[config.mk]
export PLATFORM = sky130hd
export DESIGN_NAME = keypad_hex_entry
export DESIGN_NICKNAME = d
export VERILOG_FILES = /design/src/rtl/keypad_hex_entry_pkg.sv /design/src/rtl/keypad_hex_entry_tick_divider.sv /design/src/rtl/keypad_hex_entry.sv
export SDC_FILE = /design/constraint.sdc
export NUM_CORES = 1
export LEC_CHECK = 0
export ABC_AREA = 1
export CAP_MARGIN = 20
export CORE_MARGIN = 2
export CORE_UTILIZATION = 55
export DETAILED_ROUTE_END_ITERATION = 10
export PLACE_DENSITY = 0.9
export SLEW_MARGIN = 10
export SYNTH_ARGS = -nofsm -noshare
export SYNTH_HDL_FRONTEND = slang
export SYNTH_SLANG_ARGS = --single-unit
export TNS_END_PERCENT = 10
[constraint.sdc]
create_clock -name clock -period 3.2 [get_ports clock]
set_clock_uncertainty 0.1 [all_clocks]
set_input_delay 0.32 -clock clock [delete_from_list [all_inputs] [get_ports clock]]
set_output_delay 0.32 -clock clock [all_outputs]
set_load 0.005 [all_outputs]
[src/rtl/keypad_hex_entry_pkg.sv]
// keypad_hex_entry_pkg: shared FSM encoding, keypad map and scan helpers
//   state_t     SCAN / DEBOUNCE / PRESSED / RELEASE
//   COL_RESET   column strobe after reset (col0 driven low)
//   ROW_IDLE    row value with no key pressed
//   KEYMAP      key value indexed by {row, col}
package keypad_hex_entry_pkg;
    typedef enum logic [1:0] {SCAN, DEBOUNCE, PRESSED, RELEASE} state_t;
    localparam logic [3:0] COL_RESET = 4'b1110;
    localparam logic [3:0] ROW_IDLE = 4'hF;
    localparam logic [0:15][3:0] KEYMAP = {
        4'h1, 4'h2, 4'h3, 4'hA,
        4'h4, 4'h5, 4'h6, 4'hB,
        4'h7, 4'h8, 4'h9, 4'hC,
        4'h0, 4'hF, 4'hE, 4'hD
    };
    function automatic logic [3:0] rotate_col(input logic [3:0] c);
        return {c[2:0], c[3]};
    endfunction
    // Index of the lowest active-low bit; used for both the row hit and the strobed column
    function automatic logic [1:0] low_index(input logic [3:0] v);
        return !v[0] ? 2'd0 : !v[1] ? 2'd1 : !v[2] ? 2'd2 : 2'd3;
    endfunction
endpackage

[src/rtl/keypad_hex_entry_tick_divider.sv]
// keypad_hex_entry_tick_divider: free-running divider giving a 1-clock tick every DIV clocks
//   clock  in   system clock
//   reset  in   asynchronous active-high reset
//   tick   out  high for the one clock in which the counter wraps
module keypad_hex_entry_tick_divider #(
    parameter int DIV = 100000
) (
    input  logic clock,
    input  logic reset,
    output logic tick
);
    localparam int W = DIV > 1 ? $clog2(DIV) : 1;
    logic [W-1:0] count;
    assign tick = count == W'(DIV - 1);
    always_ff @(posedge clock or posedge reset) begin
        if (reset) count <= '0;
        else count <= tick ? '0 : count + 1'b1;
    end
endmodule

[src/rtl/keypad_hex_entry.sv]
// keypad_hex_entry: 4x4 hex keypad scanner with debounce, shifting keys into a 32-bit word
//   clock         in   system clock
//   reset         in   asynchronous active-high reset
//   row[3:0]      in   keypad rows, active-low, asynchronous
//   col[3:0]      out  column strobes, active-low, one low at a time
//   clear         in   synchronous clear of data and digit_count
//   data[31:0]    out  entered word, newest key in data[3:0]
//   nibble[3:0]   out  last accepted key
//   nibble_valid  out  1-clock pulse per accepted key
//   digit_count   out  keys entered since reset/clear, saturating at 8
module keypad_hex_entry
    import keypad_hex_entry_pkg::*;
#(
    parameter int CLK_DIV        = 100000,
    parameter int DEBOUNCE_TICKS = 4
) (
    input  logic        clock,
    input  logic        reset,
    input  logic [3:0]  row,
    output logic [3:0]  col,
    input  logic        clear,
    output logic [31:0] data,
    output logic [3:0]  nibble,
    output logic        nibble_valid,
    output logic [3:0]  digit_count
);
    localparam int CW = $clog2(DEBOUNCE_TICKS + 1);
    // Count value at which the next stable tick completes the debounce window
    localparam logic [CW-1:0] CNT_LAST = CW'(DEBOUNCE_TICKS - 1);
    logic          tick;
    logic [3:0]    row_meta;
    logic [3:0]    rs;
    logic [3:0]    cap;
    logic [1:0]    key_r;
    logic [1:0]    key_c;
    logic [CW-1:0] cnt;
    state_t        state;
    keypad_hex_entry_tick_divider #(.DIV(CLK_DIV)) u_tick (
        .clock(clock),
        .reset(reset),
        .tick (tick)
    );
    // col only moves on a tick, so every tick sees rows that have settled for a full tick
    always_ff @(posedge clock or posedge reset) begin
        if (reset) begin
            row_meta     <= ROW_IDLE;
            rs           <= ROW_IDLE;
            state        <= SCAN;
            col          <= COL_RESET;
            cnt          <= '0;
            cap          <= ROW_IDLE;
            key_r        <= '0;
            key_c        <= '0;
            nibble       <= '0;
            nibble_valid <= 1'b0;
            data         <= '0;
            digit_count  <= '0;
        end else begin
            row_meta     <= row;
            rs           <= row_meta;
            nibble_valid <= 1'b0;
            case (state)
                SCAN: if (tick) begin
                    if (rs == ROW_IDLE) col <= rotate_col(col);
                    else begin
                        cap   <= rs;
                        key_r <= low_index(rs);
                        key_c <= low_index(col);
                        cnt   <= CW'(1);
                        state <= DEBOUNCE_TICKS > 1 ? DEBOUNCE : PRESSED;
                    end
                end
                DEBOUNCE: if (tick) begin
                    if (rs == cap) begin
                        cnt <= cnt + 1'b1;
                        if (cnt == CNT_LAST) state <= PRESSED;
                    end else begin
                        cnt   <= '0;
                        col   <= rotate_col(col);
                        state <= SCAN;
                    end
                end
                PRESSED: begin
                    nibble       <= KEYMAP[{key_r, key_c}];
                    nibble_valid <= 1'b1;
                    data         <= {data[27:0], KEYMAP[{key_r, key_c}]};
                    digit_count  <= digit_count + {3'b0, digit_count != 4'd8};
                    cnt          <= '0;
                    state        <= RELEASE;
                end
                RELEASE: if (tick) begin
                    if (rs != ROW_IDLE) cnt <= '0;
                    else if (cnt == CNT_LAST) begin
                        cnt   <= '0;
                        col   <= rotate_col(col);
                        state <= SCAN;
                    end else cnt <= cnt + 1'b1;
                end
            endcase
            // Later assignment takes priority over a same-clock PRESSED update
            if (clear) begin
                data        <= '0;
                digit_count <= '0;
            end
        end
    end
endmodule

==> impl_results.md, run 1 <==
- WS Path Type: reg -> reg
- Critical path endpoint category: flip-flop
- Hold worst-path end: rs[2]
- Max-Cap Viols: 0
- Hold depth: 0
- Worst skew pair latency: 350 ps
- Fillers: 573
- Die X: 89.2 um
- Clock buffers created by TritonCTS: 9
- CP max stage cell: inv_2
- Clock root cell: clkbuf_8
- P per Cell Area: 380 mW/mm^2
- First-pass GRT wire length: 13300 um
- DRC Markers: 0
- Synth cell types: 31
- Area Overhead vs Synth: 19.6%
- Synth top cells by count: nand2_1, inv_1, dfrtp_1, nor2_1, o21ai_0
- Placed Cells: 607
- GR Layer Usage met1: 0.281
- CTS tree: done
- R2R Setup Slk: 1230 ps
- Total power draw: 1.81 mW
- Met3 Track Usage GR: 0.0443
- Clk slew on worst S/H paths: 90 ps
- Tcrit/Tclk final: 0.617
- Share of layout cells above drive strength 1: 0.111
- Status: finished clean
- # nets final: 536
- Port-buffer cells: 51
- Post-synthesis xor/xnor area fraction: 0.0154
- Post-place instance area: 0.00459 mm^2
- PostCTS Resize Cnt: 0
- Initial Util: 0.559
- Post-Layout Cell Count: 623
- Detailed placement HPWL: 5810 um
- Number of post-CTS setup repair buffers: 0
- Reg2Reg Depth: 8
- Post-synthesis compound-gate area fraction: 0.107
- F_max: 507 MHz
- Row count: 31
- Routability cong.: 0.909
- Hold Buf Count CTS: 0
- Final hold viol count: 0
- Dpl ws: 1230 ps
- WP data arrival: 2120 ps
- Worst Hold Class: reg -> reg
- Mapped Cells: 465
- Congestion Overflow GR: 0
- Setup TNS: 0 ps
- Yosys reg bits: 83
- Number of global-route vias before repair: 3142
- Register area: 0.00210 mm^2
- Footprint of the multi-input gates: 0.00152 mm^2
- Max incr delay on CP: 480 ps
- Asr flop ratio synth: 1.00
- Die Area: 0.00796 mm^2
- Clock Sinks: 83
- Leak: 2.28 nW
- Unrepaired setup endpoints after global routing: false
- CP Cell Sequence: inv_2, nor2_4, inv_2, nand2_1, nor2_4, nand3_2, nand2_1, nand2_1
- VDD IR max: 0.233 mV
- Drt first pass iters: 6
- EDFF count, synth: 0
- Drt wl/cell: 12.7 um
- Capture point of the worst reg-to-reg path: col[0]
- Ranking of synthesized cells by area: dfrtp_1, nand2_1, dfstp_2, inv_1, nor2_1
- Minimum clock period: 1970 ps
- Slew Limit Fails: 0
- Antenna violations before repair: 0
- YS warnings: 0
- Post-Synthesis Cell Area: 0.00399 mm^2
- Number of diodes: 0
- Yosys top cell area share: 0.426
- Layer with the highest usage: met2
- Post-Syn Area per Cell: 8.59 um^2
- Cell mode on critical path: nand2_1
- Synthesized netlist net count: 482
- Tot GR Track Use: 0.214
- Max transition margin: 0.511
- DIE HEIGHT: 89.2 um
- Global Route met2 Usage: 0.341
- Post-synthesis adder-cell area fraction: 0.0313
- First DRT Iteration DRCs: 242
- Worst-Margin Slew: 732 ps
- Post-DRT Antenna Nets: 0
- Setup Viol. Count Final: 0
- H-tree lvl count: 3
- Total length of routed wires: 7900 um
- Top FF cell, synth: dfrtp_1
- Cell with the most instances after synthesis: nand2_1
- Ports: 52
- CP top delay family: simple AND/OR/NAND/NOR gates
- CP Launch Type: flip-flop
- Critical Path RT: 3350 ps
- Buf/Inv on CP: 2
- Clock Path Buffers: 2
- Largest family of logic cells by synthesized area: simple AND/OR/NAND/NOR gates
- Largest net degree at the start of global routing: 44
- Via count: 3277
- Worst-path maximum fanout: 29
- Via/cell ratio: 5.26
- Mux share of post-synthesis cell area: 0
- Fin worst setup slack: 1230 ps
- Core area: 0.00714 mm^2
- Post-Synth Simple-Gate Area: 0.226
- Area leader, netlist: dfrtp_1
- Hold_sp: row_meta[2]
- Sequential share of the synthesized area: 0.525
- Final Cell Area: 0.00477 mm^2
logic make-up (layout without fill, tap and decap cells):
| logic type | count (synthesis) | after routing |
|---|---|---|
| AOI/OAI and AO/OA | 66 | 66 |
| xor gates and xnor gates | 7 | 7 |
| adders and majority gates | 10 | 10 |
| buffers and inverters | 93 | 152 |
| DFF | 83 | 83 |
| and+or+nand+nor | 206 | 206 |
power by group:
| part | total [mW] | internal, mW | leakage (nW) | switching (mW) |
|---|---|---|---|---|
| Combinational | 0.0527 | 0.0140 | 1.10 | 0.0387 |
| Sequential | 1.06 | 1.06 | 1.09 | 0.00338 |
| Clock | 0.698 | 0.310 | 0.0913 | 0.388 |
| Total | 1.81 | 1.38 | 2.28 | 0.430 |
flip-flops by register name, indices dropped and copies added (netlist names), named ones only:
| signal | flops |
|---|---|
| key_r | 2 |
| key_c | 2 |
| row_meta | 4 |
| u_tick.count | 17 |
| digit_count | 4 |
| cap | 4 |
| col | 4 |
| state | 1 |
| cnt | 3 |
| nibble_valid | 1 |
| data | 32 |
| nibble | 4 |
| rs | 4 |
through the flow:
step,util,hold WS [ps]
after global routing,0.669,264
after detailed placement,0.643,247
after floorplan,-,224
final,0.669,259
after global placement,0.643,246
after CTS,0.669,250
routing by layer:
layer | routed length [um] | vias up
li1 | - | 1572
met1 | 3470 | 1575
met2 | 3820 | 109
met3 | 406 | 21
met4 | 202 | 0
met5 | 0 | -
cell type report:
class                   instances  share of cell area
repair buffers                 53               0.113
clock inverters                 6             0.00970
multi-input cells             289               0.318
inverters                      83              0.0655
clock buffers                  10              0.0288
well taps                      99              0.0260
flip-flops and latches         83               0.439
how the worst max path moves through the flow:
stage,start,end,slack [ps],depth (start not counted)
after floorplan,reset,asynchronous set/reset pin,670,1
after global placement,clear,data[11],1290,4
after detailed placement,clear,data[19],1230,4
after CTS,flip-flop,col[0],1230,8
after global routing,flip-flop,col[0],1060,8
final,flip-flop,col[0],1230,8
cell usage in the layout, fill, tap and decap left out, types with 7 or more instances in the layout:
| cell | Yosys | layout |
|---|---|---|
| nand2_1 | 108 | 108 |
| dfrtp_1 | 68 | 68 |
| xor2_1 | 7 | 7 |
| nor2_1 | 50 | 50 |
| o21ai_0 | 29 | 29 |
| o31ai_2 | 9 | 9 |
| a21oi_1 | 9 | 9 |
| inv_1 | 80 | 79 |
| clkbuf_8 | 0 | 10 |
| o21ai_1 | 7 | 7 |
| clkdlybuf4s50_1 | 0 | 51 |
| nand4_1 | 12 | 12 |
| ha_1 | 10 | 10 |
| a22oi_1 | 9 | 9 |
| nand3_1 | 15 | 15 |
| dfstp_2 | 15 | 15 |
No activity file was read; power rests on OpenSTA's default activity.
==> run 2, diff against run 1 <==
clock period = 2.06 ns   (was 3.2 ns; I/O delays follow)
==> run 2 against run 1 <==
  * Die area unchanged
  * Via count decreased by 1.8%
  * Largest power group unchanged
  * Critical path depth decreased by 7
  * Sequential power increased by 56%
  * Final area increased by 0.76%
  * Clock power increased by 62%
  * Global-route usage increased by 1.3 points
  * Worst setup slack got worse by 930 ps
  * Non-clock buffer count increased by 4
  * First-iteration DRC count decreased by 17%
==> impl_results.md, run 2 (synthesized netlist as in run 1, its figures left out) <==
- F_max: 566 MHz
- Post-place instance area: 0.00462 mm^2
- Largest net degree at the start of global routing: 84
- WP data arrival: 1460 ps
- Die Area: 0.00796 mm^2
- CTS tree: done
- PostCTS Resize Cnt: 0
- Total power draw: 2.86 mW
- Top Registers: data x32, u_tick.count x17
- Max-Cap Viols: 0
- Drt first pass iters: 4
- Critical register-to-register path startpoint: u_tick.count[0]
- Clock Path Buffers: 2
- Detailed placement HPWL: 6120 um
- Final hold viol count: 0
- Clock buffers created by TritonCTS: 9
- Tot GR Track Use: 0.227
- Fillers: 587
- Reg with most FFs: data
- Clock Sinks: 83
- Dpl ws: 387 ps
- H-tree lvl count: 3
- VDD IR max: 0.393 mV
- Most frequent cells in the layout: nand2_1, inv_1, dfrtp_1
- First DRT Iteration DRCs: 201
- CP max stage cell: dfstp_2
- Via/cell ratio: 5.13
- Ports: 52
- Max transition margin: 0.715
- Leak: 2.30 nW
- Hold_sp: row[1]
- Hold Buf Count CTS: 0
- CP Cell Sequence: clkdlybuf4s50_1
- CP Launch Type: flip-flop
- Worst skew pair latency: 360 ps
- WS Path Type: reg -> out
- Worst-path maximum fanout: 5
- Status: finished clean
- Fin worst setup slack: 292 ps
- Max reg flops: 32
- Area Overhead vs Synth: 20.5%
- Drt wl/cell: 13.4 um
- CP top delay family: flip-flops
- Worst Hold Class: in -> reg
- Share of layout cells above drive strength 1: 0.119
- Unrepaired setup endpoints after global routing: false
- Commonest non-fill, non-tap cell in the layout: nand2_1
- Critical Path RT: 1750 ps
- Max incr delay on CP: 590 ps
- First-pass GRT wire length: 13700 um
- Port-buffer cells: 51
- Setup TNS: 0 ps
- Minimum clock period: 1770 ps
- Worst setup path start: col[1]
- P per Cell Area: 595 mW/mm^2
- Number of global-route vias before repair: 3080
- Number of diodes: 0
- Layer with the highest usage: met2
- Antenna violations before repair: 0
- Clock root cell: clkbuf_8
- Clk slew on worst S/H paths: 90 ps
- Final Cell Area: 0.00481 mm^2
- Number of post-CTS setup repair buffers: 0
- DRC Markers: 0
- Worst-Margin Slew: 427 ps
- Die X: 89.2 um
- Core area: 0.00714 mm^2
- Via count: 3218
- Initial Util: 0.559
- Tcrit/Tclk final: 0.858
- Total length of routed wires: 8430 um
- Slew Limit Fails: 0
- # nets final: 540
- GR Layer Usage met1: 0.292
- Setup Viol. Count Final: 0
- Met3 Track Usage GR: 0.0360
- DIE HEIGHT: 89.2 um
- Row count: 31
- Buf/Inv on CP: 1
- Routability cong.: 0.948
- Post-DRT Antenna Nets: 0
- Critical path endpoint category: primary output
- Congestion Overflow GR: 0
- Global Route met2 Usage: 0.378
==> run 2: area by class of cell <==
type                       count  area (um^2)  share of cell area
clock buffer                   9          124              0.0258
clock inverter                 7         63.8              0.0133
inverter                      83          315              0.0656
multi-input combinational    289         1520               0.316
sequential                    83         2100               0.436
tap                           99          124              0.0258
timing repair buffer          57          568               0.118
==> run 2: power breakdown <==
group,internal (mW),leakage [nW],switching [mW]
registers,1.64,1.09,0.00528
clock network,0.467,0.0907,0.661
logic,0.0244,1.12,0.0617
total,2.13,2.30,0.728
==> run 2: final timing paths <==
check | to | cells after the start | slack (ps)
worst max-delay path | col[1] | 1 | 290
worst min-delay path | row_meta[1] | 1 | 140
worst max register to register | col[0] | 10 | 340
worst min register to register | rs[3] | 0 | 260
max in group asynchronous | rs[2] | 3 | 1290
min in group asynchronous | data[22] | 3 | 210
==> run 2: worst register-to-register path, delay by kind of cell (launching register included) <==
family | cells | cell delay (ps)
simple gates | 8 | 840
fa+ha+maj | 1 | 180
flops | 1 | 380
buf+inv | 1 | 100
==> run 2: stage by stage <==
step,util,instances,hold WS (ps)
after floorplan,-,465,110
after global placement,0.648,611,247
after detailed placement,0.648,611,247
after CTS,0.674,627,134
after global routing,0.674,627,136
final,0.674,627,141
==> run 2: per-layer routing <==
layer  routed length, um  share of wire
met3                 417          0.049
met2                4170           0.49
met4                 209          0.025
met5                   0              0
met1                3630           0.43
